<file path="config.mk">
export PLATFORM = sky130hd
export DESIGN_NAME = matrix_reader
export DESIGN_NICKNAME = d
export VERILOG_FILES = /design/src/rtl/matrix_reader_pkg.sv /design/src/rtl/stream_fifo2.sv /design/src/rtl/matrix_reader.sv
export SDC_FILE = /design/constraint.sdc
export NUM_CORES = 1
export LEC_CHECK = 0
export ABC_AREA = 1
export CELL_PAD_IN_SITES_DETAIL_PLACEMENT = 2
export CELL_PAD_IN_SITES_GLOBAL_PLACEMENT = 2
export CORE_MARGIN = 2
export CORE_UTILIZATION = 31
export DETAILED_ROUTE_END_ITERATION = 10
export GPL_ROUTABILITY_DRIVEN = 0
export PLACE_DENSITY_LB_ADDON = 0.12
export SKIP_CTS_REPAIR_TIMING = 1
export SYNTH_ARGS = -nofsm -noshare
export SYNTH_HDL_FRONTEND = slang
export SYNTH_SLANG_ARGS = --single-unit
</file>
<file path="constraint.sdc">
create_clock -name clk -period 3.45 [get_ports clk]
set_input_delay 0.5175 -clock clk [delete_from_list [all_inputs] [get_ports clk]]
set_output_delay 0.5175 -clock clk [all_outputs]
set_load 0.05 [all_outputs]
</file>
<file path="src/rtl/matrix_reader_pkg.sv">
// Shared types and width helpers for the matrix reader and its stream buffer.
package matrix_reader_pkg;

    // Pass sequencing: wait, issue reads, let the buffer run dry, signal completion.
    typedef enum logic [1:0] {
        IDLE  = 2'd0,
        ISSUE = 2'd1,
        DRAIN = 2'd2,
        FIN   = 2'd3
    } state_e;

    // Output buffer depth; also the number of read credits.
    localparam int BUF_DEPTH = 2;

    // Address width for an n x n matrix, never narrower than one bit.
    function automatic int aw_of(input int dim);
        return (dim * dim > 1) ? $clog2(dim * dim) : 1;
    endfunction

    // Row/column index width for an n x n matrix, never narrower than one bit.
    function automatic int iw_of(input int dim);
        return (dim > 1) ? $clog2(dim) : 1;
    endfunction

endpackage

</file>
<file path="src/rtl/stream_fifo2.sv">
// Two-entry register FIFO. Entry 0 is always the head, so the output is a
// plain register with no read mux. Simultaneous push and pop keep occupancy.
module stream_fifo2 #(
    parameter int W = 8
) (
    input  logic         clk,
    input  logic         rst_n,
    input  logic         push_i,
    input  logic [W-1:0] push_data_i,
    input  logic         pop_i,
    output logic [W-1:0] head_o,
    output logic [1:0]   count_o,
    output logic         full_o,
    output logic         empty_o
);

    logic [W-1:0] slot0_q, slot0_d;
    logic [W-1:0] slot1_q, slot1_d;
    logic [1:0]   count_q, count_d;
    logic         do_push;
    logic         do_pop;

    assign empty_o = (count_q == 2'd0);
    assign full_o  = (count_q == 2'd2);
    assign do_pop  = pop_i && !empty_o;
    assign do_push = push_i && (!full_o || do_pop);

    // Next-state of the two slots: pops shift slot 1 forward, pushes fill the
    // first free slot counted after any same-cycle pop.
    always_comb begin
        slot0_d = slot0_q;
        slot1_d = slot1_q;
        count_d = count_q;
        case ({do_push, do_pop})
            2'b10: begin
                if (count_q == 2'd0) begin
                    slot0_d = push_data_i;
                end else begin
                    slot1_d = push_data_i;
                end
                count_d = count_q + 2'd1;
            end
            2'b01: begin
                slot0_d = slot1_q;
                count_d = count_q - 2'd1;
            end
            2'b11: begin
                if (count_q == 2'd1) begin
                    slot0_d = push_data_i;
                end else begin
                    slot0_d = slot1_q;
                    slot1_d = push_data_i;
                end
            end
            default: begin
            end
        endcase
    end

    // Slot and occupancy registers.
    always_ff @(posedge clk or negedge rst_n) begin
        if (!rst_n) begin
            slot0_q <= '0;
            slot1_q <= '0;
            count_q <= 2'd0;
        end else begin
            slot0_q <= slot0_d;
            slot1_q <= slot1_d;
            count_q <= count_d;
        end
    end

    assign head_o  = slot0_q;
    assign count_o = count_q;

endmodule

</file>
<file path="src/rtl/matrix_reader.sv">
// Walks an n x n matrix row-major out of a synchronous RAM and streams each
// element with its (i, j) indices over valid/ready, pulsing done at the end.
//
// Handshake: a beat transfers on a cycle where out_valid && out_ready. Once
// out_valid is high it stays high, and out_data/out_i/out_j/out_last stay
// stable, until that transfer happens.
module matrix_reader
    import matrix_reader_pkg::*;
#(
    parameter int n      = 8,
    parameter int DATA_W = 32,
    localparam int AW    = aw_of(n),
    localparam int IW    = iw_of(n)
) (
    input  logic              clk,
    input  logic              rst_n,
    input  logic              start,
    output logic              busy,
    output logic              rd_en,
    output logic [AW-1:0]     rd_addr,
    input  logic [DATA_W-1:0] rd_data,
    output logic [DATA_W-1:0] out_data,
    output logic [IW-1:0]     out_i,
    output logic [IW-1:0]     out_j,
    output logic              out_last,
    output logic              out_valid,
    input  logic              out_ready,
    output logic              done,
    output state_e            dbg_state
);

    localparam int            EW       = DATA_W + 2 * IW + 1;
    localparam logic [IW-1:0] LAST_IDX = IW'(n - 1);

    state_e          state_q;
    logic [IW-1:0]   i_q;
    logic [IW-1:0]   j_q;
    logic [AW-1:0]   addr_q;
    logic            busy_q;
    logic            done_q;
    logic            last_seen_q;

    logic            rd_pend_q;
    logic [IW-1:0]   rd_i_q;
    logic [IW-1:0]   rd_j_q;
    logic            rd_last_q;

    logic [EW-1:0]   push_entry;
    logic [EW-1:0]   fifo_head;
    logic [1:0]      fifo_count;
    logic            fifo_full;
    logic            fifo_empty;

    logic            pop;
    logic [2:0]      credit_used;
    logic            issue;
    logic            issue_last;

    assign out_valid  = !fifo_empty;
    assign pop        = out_valid && out_ready;
    assign issue_last = (i_q == LAST_IDX) && (j_q == LAST_IDX);

    // A slot freed by a same-cycle pop counts as available, which is what lets
    // the stream sustain one beat per cycle with only two buffer entries.
    assign credit_used = {1'b0, fifo_count} - {2'b00, pop} + {2'b00, rd_pend_q};
    assign issue       = (state_q == ISSUE) && (credit_used < 3'(BUF_DEPTH));

    // Tag each read with its indices so data and position arrive together.
    always_ff @(posedge clk or negedge rst_n) begin
        if (!rst_n) begin
            rd_pend_q <= 1'b0;
            rd_i_q    <= '0;
            rd_j_q    <= '0;
            rd_last_q <= 1'b0;
        end else begin
            rd_pend_q <= issue;
            if (issue) begin
                rd_i_q    <= i_q;
                rd_j_q    <= j_q;
                rd_last_q <= issue_last;
            end
        end
    end

    assign push_entry = {rd_last_q, rd_i_q, rd_j_q, rd_data};

    stream_fifo2 #(
        .W (EW)
    ) u_fifo (
        .clk         (clk),
        .rst_n       (rst_n),
        .push_i      (rd_pend_q),
        .push_data_i (push_entry),
        .pop_i       (pop),
        .head_o      (fifo_head),
        .count_o     (fifo_count),
        .full_o      (fifo_full),
        .empty_o     (fifo_empty)
    );

    // Pass sequencer with the issue counters and the registered busy/done flags.
    always_ff @(posedge clk or negedge rst_n) begin
        if (!rst_n) begin
            state_q     <= IDLE;
            i_q         <= '0;
            j_q         <= '0;
            addr_q      <= '0;
            busy_q      <= 1'b0;
            done_q      <= 1'b0;
            last_seen_q <= 1'b0;
        end else begin
            done_q <= 1'b0;
            if (pop && out_last) begin
                last_seen_q <= 1'b1;
            end
            case (state_q)
                IDLE: begin
                    if (start) begin
                        state_q     <= ISSUE;
                        busy_q      <= 1'b1;
                        i_q         <= '0;
                        j_q         <= '0;
                        addr_q      <= '0;
                        last_seen_q <= 1'b0;
                    end
                end
                ISSUE: begin
                    if (issue) begin
                        addr_q <= addr_q + 1'b1;
                        if (j_q == LAST_IDX) begin
                            j_q <= '0;
                            i_q <= i_q + 1'b1;
                        end else begin
                            j_q <= j_q + 1'b1;
                        end
                        if (issue_last) begin
                            state_q <= DRAIN;
                        end
                    end
                end
                DRAIN: begin
                    if (fifo_empty && !rd_pend_q && last_seen_q) begin
                        state_q <= FIN;
                        busy_q  <= 1'b0;
                        done_q  <= 1'b1;
                    end
                end
                FIN: begin
                    state_q <= IDLE;
                end
                default: begin
                    state_q <= IDLE;
                end
            endcase
        end
    end

    // The credit scheme must never push into a full buffer without a pop.
    assert property (@(posedge clk) disable iff (!rst_n)
        !(rd_pend_q && fifo_full && !pop));

    assign rd_en     = issue;
    assign rd_addr   = addr_q;
    assign out_data  = fifo_head[DATA_W-1:0];
    assign out_j     = fifo_head[DATA_W +: IW];
    assign out_i     = fifo_head[DATA_W + IW +: IW];
    assign out_last  = fifo_head[EW-1];
    assign busy      = busy_q;
    assign done      = done_q;
    assign dbg_state = state_q;

endmodule

</file>
=== Yosys cells after proc, flatten, opt, wreduce, memory -nomap -nowiden ===
Index checks and enable logic that the tools add are counted.

* Add/sub/neg operators: 7
* Order comparisons: 1
* Equal/unequal tests: 18
* Muxes and demuxes: 30
* Reductions and logical operators: 25

{| class="wikitable"
|+ Operator list
! operator !! count
|-
| 39-bit 2-to-1 mux || 4
|-
| 39-bit case mux with 3 select lines || 1
|-
| 39-bit case mux with 2 select lines || 1
|-
| 3-bit 2-to-1 mux || 5
|-
| 2-bit != test, second input constant || 7
|-
| 6-bit 2-to-1 mux || 2
|-
| 3-bit case mux with 2 select lines || 2
|-
| 6-bit case mux with 2 select lines || 1
|-
| 2-bit == test, second input constant || 5
|-
| 3-bit AND reduction || 3
|-
| 1-bit logical AND || 8
|-
| 2-bit 2-to-1 mux || 4
|-
| 2-bit case mux with 4 select lines || 1
|-
| 4-bit AND reduction || 2
|-
| 2-bit nonzero test || 4
|-
| 1-bit 2-to-1 mux || 7
|-
| 3-bit by 1-bit adder with 3-bit output, second input constant || 2
|-
| 6-bit by 1-bit adder with 6-bit output, second input constant || 1
|-
| 2-bit by 1-bit == test with 1-bit output, second input constant || 3
|-
| 3-bit == test, second input constant || 2
|-
| 2-bit zero test || 2
|-
| 2-bit case mux with 2 select lines || 1
|-
| 3-bit by 1-bit adder with 3-bit output || 1
|-
| 1-bit zero test || 3
|-
| 9 further kinds || 9
|}

* Register bits: 105
* Input port bits: 36
* Output and inout port bits: 51

=== Logic depth before layout (Yosys ltp) ===
Gate-level depths: netlist of the first run.

* Depth in word-level cells: 9
* Mapped depth: 17
* Gate-level depth less buffers: 16

=== By module ===
A second synthesis of the first run with hierarchy kept.

* Cells, all modules: 664
* Area, all modules: 5277.6 um^2

{| class="wikitable"
|+ By module, submodules not included
! module !! times used !! cells an instance !! area an instance (um^2) !! seq. area each (um^2)
|-
| stream_fifo2 || 1 || 493 || 3880.0 || 2001.9
|-
| matrix_reader || 1 || 171 || 1397.6 || 625.6
|}

=== Least setup slack after synthesis of the first run ===
Ideal clock, no wire load.

* Kind: flip-flop to output port
* From: register u_fifo.count_q[1] (netlist: u_fifo.count_o[1])
* To: output rd_en
* Data arrival time: 2.905 ns
* Required time: 2.932 ns
* Path slack: 0.027 ns
* Stages on the path, launching flop included: 13
* Buffers on the path: 2
* Cells stage by stage: dfrtp_1 -> inv_1 -> ha_1 -> inv_2 -> nand2_4 -> inv_2 -> buf_2 -> ha_1 -> or2_2 -> fa_1 -> nand3_1 -> nor2_1 -> buf_2

* Longest elaborated chain between the ends: 7

{| class="wikitable"
|+ Ends and longest elaborated chain
! what !! line !! text
|-
| start: declaration || stream_fifo2.sv:19 || <nowiki>logic [1:0] count_q, count_d;</nowiki>
|-
| start signal: assignment || stream_fifo2.sv:69 || <nowiki>count_q <= count_d;</nowiki>
|-
| 2-bit zero test || stream_fifo2.sv:23 || <nowiki>assign empty_o = (count_q == 2'd0);</nowiki>
|-
| 1-bit zero test || matrix_reader.sv:59 || <nowiki>assign out_valid = !fifo_empty;</nowiki>
|-
| net out_valid || matrix_reader.sv:26 || <nowiki>output logic out_valid,</nowiki>
|-
| 1-bit logical AND || matrix_reader.sv:60 || <nowiki>assign pop = out_valid && out_ready;</nowiki>
|-
| 2-bit by 1-bit subtractor with 3-bit output || matrix_reader.sv:65 || <nowiki>assign credit_used = {1'b0, fifo_count} - {2'b00, pop} + {2'b00, rd_pend_q};</nowiki>
|-
| 3-bit by 1-bit adder with 3-bit output || matrix_reader.sv:65 ||
|-
| 3-bit by 2-bit less-than comparator with 1-bit output || matrix_reader.sv:66 || <nowiki>assign issue = (state_q == ISSUE) && (credit_used < 3'(BUF_DEPTH));</nowiki>
|-
| 1-bit logical AND || matrix_reader.sv:66 ||
|-
| end: declaration || matrix_reader.sv:19 || <nowiki>output logic rd_en,</nowiki>
|}

The timed path passes the listed nets, and every way through them passes these cells.

=== Final worst setup path of the first run ===
* From: register u_fifo.count_q[1] (netlist: u_fifo.count_o[1])
* To: output rd_en

* Longest elaborated chain between the ends: 7

{| class="wikitable"
|+ Ends and longest elaborated chain
! what !! line
|-
| 2-bit zero test || stream_fifo2.sv:23
|-
| 1-bit zero test || matrix_reader.sv:59
|-
| 1-bit logical AND || matrix_reader.sv:60
|-
| 2-bit by 1-bit subtractor with 3-bit output * || matrix_reader.sv:65
|-
| 3-bit by 1-bit adder with 3-bit output * || matrix_reader.sv:65
|-
| 3-bit by 2-bit less-than comparator with 1-bit output * || matrix_reader.sv:66
|-
| 1-bit logical AND * || matrix_reader.sv:66
|}

Every way passes the cells marked *; elsewhere a longest branch is shown, timed or not.

==> impl_metrics.tcl, run 1 <==
set metrics [dict create \
    hold_viol 0 \
    grt_pass1_vias 4514 \
    dieArea_um2 16700 \
    crit_path_end_kind "output port" \
    routedWlPerCell_um 16.0 \
    netlist_area_um2 4850 \
    portBuffers 86 \
    leakage_nw 2.76 \
    path_clk_slew_ns 0.07 \
    drt-initial-drc-count 145 \
    io_pins 87 \
    ys_types 28 \
    core-area_um2 15300 \
    syn_inst 563 \
    status "completed" \
    drv_cap 0 \
    rr_startpoint "u_fifo.count_o[1]" \
    antenna_found_initial 0 \
    ys_ff_latch 105 \
    drcViolationCount 0 \
    drive_gt1_share_pct 7.28 \
    worstHoldPathType "in2async" \
    clock-sinks 105 \
    yosys_warnings 0 \
    setup_tns_ns 0 \
    power.total_w 0.00623 \
    diodes 0 \
    synth_nets 613 \
    power_density_nw_per_um2 1000 \
    clockRootBuffer "clkbuf_16" \
    vias 4200 \
    clock_path_buffers 2 \
    routed.top_layer "met4" \
    worst-path-buf-inv 5 \
    critical_path.startpoint "u_fifo.count_o[1]" \
    wl_met1_mm 6.22 \
    syn2layout_area_growth_pct 27.9 \
    fmax_mhz 304 \
    period_share_pct 95.2 \
    start_util_pct 31.8 \
    cp_common_cell "inv_2" \
    cp_slowest_cell "fa_1" \
    worst_pin_slew_ns 0.638 \
    routed_wl_mm 13.7 \
    grt_overflow 0 \
    ant_nets 0 \
    required_ns 2.93 \
    wl_met2_mm 7.03 \
    dp_hpwl_mm 8.80 \
    crit_fanout 5 \
    regArea_um2 2630 \
    grt_pass1_wl_mm 22.8 \
    slew_violations 0 \
    final_nets 692 \
    cp-start-kind "flop" \
    rsz0062_at_grt "no" \
    via_per_inst 4.90 \
    skew_ns 0.00518 \
    die_x_um 129 \
    grt_start_max_net_pins 106 \
    syn_avg_cell_area_um2 8.61 \
    multi_input_area_um2 1820 \
    worstPathCellList "inv_2 > ha_4 > inv_2 > nand2_4 > inv_2 > ha_1 > or2_2 > fa_1 > nand3_2 > nor2_2 > buf_4 > buf_12" \
    slew_headroom_pct 57.3 \
    die_h_um 129 \
    gr-usage-all-layers_pct 17.4 \
    critPathMaxStageDelay_ns 0.51 \
    h-tree-depth 3 \
    tritoncts "done" \
    cp_top_family "adder cells" \
    numCtsBuffers 9 \
    ys_seq_area_share_pct 54.2 \
    clk_latency_ns 0.35 \
    cp_data_arrival_time_ns 2.77 \
    wl_met3_um 364 \
    first_pass_iters 4 \
    rows 45 \
    fillers 1708 \
    ir_drop_v 0.000399 \
    critPathKind "reg2out" \
    min_period_ns 3.28 \
    setup_violations 0 \
]
==> layout by cell type, fill, tap and decap left out, drive strengths merged <==
master	n
o211ai	1
o21bai	1
buf	15
or2	3
clkbuf	11
fa	1
a21oi	3
clkdlybuf4s50	84
nor2	48
ha	13
o31ai	1
a31oi	40
o21ai	52
nand2	141
nand4	2
clkinv	5
xor2	1
o21a	1
dfrtp	105
a22oi	1
inv	61
nand3	56
==> cells by family (layout without fill, tap and decap cells) <==
kind of cell    Yosys count  after routing  synth area share, %
buf+inv                  93            176                 8.64
xor+xnor                  1              1                0.181
compound gates          100            100                 11.9
flops                   105            105                 54.2
fa+ha+maj                14             14                 3.77
simple gates            250            250                 21.3
==> metal layers <==
metal	vias up	GRT usage [%]
met4	0	4.03
met5	-	0
met1	2145	21.7
met3	10	3.84
met2	63	30.8
li1	1982	-
==> worst register-to-register path: cells and delay by family (launching register included) <==
family	cells	cell delay [ns]
DFF	1	0.43
AOI/OAI and AO/OA	1	0.09
buffers and inverters	7	0.77
adders and majority gates	3	0.92
and+or+nand+nor	5	0.71
==> registers in the layout (all words and copies together) (netlist names), 2 cells and up <==
name	flops
rd_i_q	3
rd_addr	6
j_q	3
i_q	3
u_fifo.head_o	39
dbg_state	2
rd_j_q	3
u_fifo.count_o	2
u_fifo.slot1_q	39
==> synth_stat cells, drive strengths merged <==
cell | instances | area (um^2)
a21oi | 3 | 15.0
a22oi | 1 | 7.51
a31oi | 40 | 250
buf | 27 | 170
clkbuf | 4 | 16.3
clkinv | 1 | 3.75
dfrtp | 105 | 2630
fa | 1 | 20.0
ha | 13 | 163
inv | 61 | 229
nand2 | 141 | 542
nand3 | 56 | 280
nand4 | 2 | 12.5
nor2 | 48 | 180
o211ai | 1 | 7.51
o21a | 1 | 7.51
o21ai | 52 | 260
o21bai | 1 | 7.51
o31ai | 1 | 21.3
or2 | 3 | 18.8
xor2 | 1 | 8.76
==> where the power goes <==
part | switching (W) | internal [W] | leakage [nW]
combinational | 0.00212 | 0.00106 | 1.35
clock | 0.000446 | 0.000501 | 0.135
sequential | 0.000334 | 0.00177 | 1.27
==> metrics by stage <==
step           setup slack, ns  cell area [um^2]  instances  hold WS, ns  util (%)
2_1_floorplan           0.0273              4850        563        0.222         -
3_3_place_gp             0.229              5890        838        0.490      38.6
3_5_place_dp             0.152              5890        838        0.509      38.6
4_1_cts                -0.0867              6150        853        0.267      40.3
5_1_grt                0.00685              6200        857        0.287      40.7
6_report                 0.165              6200        857        0.225      40.7
==> area by class of cell <==
class | count | share of cell area, %
clock buffer | 11 | 3.91
clock inverter | 4 | 0.323
inverter | 62 | 3.75
multi-input combinational | 365 | 29.4
sequential | 105 | 42.4
tap | 211 | 4.26
timing repair buffer | 99 | 16.0
==> final timing paths <==
path | endpoint | slack (ns) | cells after the start
max | rd_en | 0.17 | 12
min | u_fifo.head_o[14] | 0.23 | 2
max reg2reg | rd_j_q[0] | 0.39 | 16
min reg2reg | j_q[2] | 0.52 | 2
max in group asynchronous | u_fifo.count_o[1] | 2.73 | 2
min in group clk | j_q[2] | 0.52 | 2
Power figures use the tool's default switching activity.
==> inputs of run 2 (changes only) <==
--- a/config.mk
+++ b/config.mk
@@ -16,4 +16,5 @@
 export SKIP_CTS_REPAIR_TIMING = 1
 export SYNTH_ARGS = -nofsm -noshare
 export SYNTH_HDL_FRONTEND = slang
+export SYNTH_HIERARCHICAL = 1
 export SYNTH_SLANG_ARGS = --single-unit
==> constraint.sdc (replaced) <==
create_clock -name clk -period 3.57 [get_ports clk]
set_input_delay 0.5355 -clock clk [delete_from_list [all_inputs] [get_ports clk]]
set_output_delay 0.5355 -clock clk [all_outputs]
set_load 0.05 [all_outputs]
==> impl_metrics.tcl, run 2 <==
set metrics [dict create \
    netlist_area_um2 5280 \
    h-tree-depth 3 \
    layout_common_cells "nand2_1, dfrtp_1, nand3_1" \
    final_area_um2 6590 \
    die_h_um 134 \
    status "completed" \
    clock-sinks 105 \
    final_common_cell "nand2_1" \
    synthTopCellsByCount "nand2_1, dfrtp_1, nand3_1, inv_1, nand3b_1" \
    final_nets 781 \
    grt_pass1_wl_mm 27.9 \
    via_per_inst 4.89 \
    cp_data_arrival_time_ns 2.76 \
    hold_viol 0 \
    synth.largest_area_cell "dfrtp_1" \
    path_clk_slew_ns 0.07 \
    antenna_found_initial 0 \
    rsz0062_at_grt "no" \
    setup_violations 0 \
    tritoncts "done" \
    ys_ff_latch 105 \
    synthTopCellsByArea "dfrtp_1, nand2_1, nand3_1" \
    ant_nets 0 \
    clock_path_buffers 2 \
    rows 47 \
    async_reset_ff_share_pct 100 \
    grt_pass1_vias 5317 \
    fmax_mhz 303 \
    drive_gt1_share_pct 5.29 \
    first_pass_iters 4 \
    synth_flop_cell "dfrtp_1" \
    slew_violations 0 \
    power_density_nw_per_um2 990 \
    synth.top_cell.area_share_pct 49.8 \
    cp-start-kind "flop" \
    portBuffers 86 \
    synth_edf_count 0 \
    drv_cap 0 \
    crit_path_end_kind "output port" \
    ys_seq_area_share_pct 49.8 \
    yosys.cell_count.top_type "nand2_1" \
    drt-initial-drc-count 164 \
    routed_wl_mm 16.5 \
    gr-usage-all-layers_pct 19.4 \
    grt_start_max_net_pins 63 \
    ys_types 29 \
    io_pins 87 \
    syn_avg_cell_area_um2 7.95 \
    drcViolationCount 0 \
    worst_pin_slew_ns 0.934 \
    setup_tns_ns 0 \
    routedWlPerCell_um 17.3 \
    multi_input_area_um2 2230 \
    clk_latency_ns 0.35 \
    critPathKind "reg2out" \
    crit_fanout 10 \
    clockRootBuffer "clkbuf_16" \
    worstHoldPathType "in2async" \
    regArea_um2 2630 \
    diodes 0 \
    yosys_warnings 6 \
    synth_nets 713 \
    dp_hpwl_mm 10.9 \
    skew_ns 0.00895 \
    core-area_um2 16600 \
    vias 4680 \
    slew_headroom_pct 37.5 \
    min_period_ns 3.30 \
    numCtsBuffers 9 \
    dieArea_um2 18100 \
    period_share_pct 92.4 \
    dpl-instance-area_um2 6300 \
    syn2layout_area_growth_pct 24.9 \
    fillers 1905 \
    leakage_nw 3.45 \
    ir_drop_v 0.000389 \
    die_x_um 134 \
    syn_inst 664 \
    start_util_pct 31.8 \
    grt_overflow 0 \
    required_ns 3.03 \
]
-- run 2: cell types whose count changed in the layout (fill, tap and decap cells not counted), moves of 4 or more --
cell / before / now
nor2_1: 47 / 15
a31oi_1: 40 / 0
nand2_2: 3 / 7
nand2_1: 137 / 263
o21ai_0: 48 / 8
nand3_1: 55 / 92
o21ai_1: 4 / 0
nand3b_1: 0 / 40
buf_4: 12 / 7
nand4_1: 2 / 6
inv_1: 55 / 60
-- run 2: layout make-up --
cell class	instances	area share, %
repair buffers	93	14.2
well taps	220	4.18
multi-input cells	459	33.8
clock inverters	3	0.607
inverters	64	3.64
flip-flops and latches	105	39.9
clock buffers	13	3.80
-- run 2: per-stage QoR --
step	utilization, %	setup WS, ns	total power [W]	hold WS, ns	instances
2_1_floorplan	-	0.549	0.00439	0.240	664
4_1_cts	39.8	0.213	0.00664	0.234	957
6_report	39.8	0.271	0.00653	0.206	957
3_3_place_gp	38.0	0.645	0.00538	0.444	941
3_5_place_dp	38.0	0.611	0.00558	0.451	941
5_1_grt	39.8	0.0302	0.00706	0.250	957
-- run 2: kinds of logic after synthesis --
| kind of cell | count (synthesis) | share of synthesized area (%) |
|---|---|---|
| AND/OR/NAND/NOR | 432 | 37.1 |
| AO/OA/AOI/OAI | 13 | 1.38 |
| buffers and inverters | 100 | 8.32 |
| adder cells (fa/ha/maj) | 13 | 3.22 |
| flip-flops | 105 | 49.8 |
| XOR/XNOR | 1 | 0.166 |
-- run 2: per-layer routing --
layer  vias to the layer above  part of all wire (%)  track usage, %
li1                       2211                     -               -
met1                      2389                    45            24.8
met2                        64                    51            34.8
met3                        16                   2.1            2.10
met4                         0                   1.6            5.61
met5                         -                     0               0
-- run 2: worst max-delay path: stages (launching register included) --
cell,delay [ns]
dfrtp_1,0.46
inv_1,0.12
ha_1,0.34
inv_1,0.11
nand2_1,0.11
inv_1,0.09
nor2_1,0.08
o21ai_0,0.09
fa_1,0.55
nand3_4,0.16
nor2_4,0.15
buf_12,0.15
-- run 2: final timing paths --
kind                                    start                  to  slack (ns)  cells after the start
min reg2reg                u_fifo/slot1_q[35]  u_fifo/slot1_q[35]        0.47                      2
max reg2reg                 u_fifo/count_o[1]              j_q[0]        0.72                     13
min in group clk           u_fifo/slot1_q[35]  u_fifo/slot1_q[35]        0.47                      2
max in group asynchronous               rst_n           rd_i_q[0]        2.58                      2
max                         u_fifo/count_o[1]               rd_en        0.27                     11
min                                     rst_n   u_fifo/head_o[31]        0.21                      1
-- run 2: report_power, final --
group          internal [W]  switching, W
combinational       0.00109       0.00245
sequential          0.00167      0.000294
clock              0.000563      0.000458
total               0.00332       0.00320
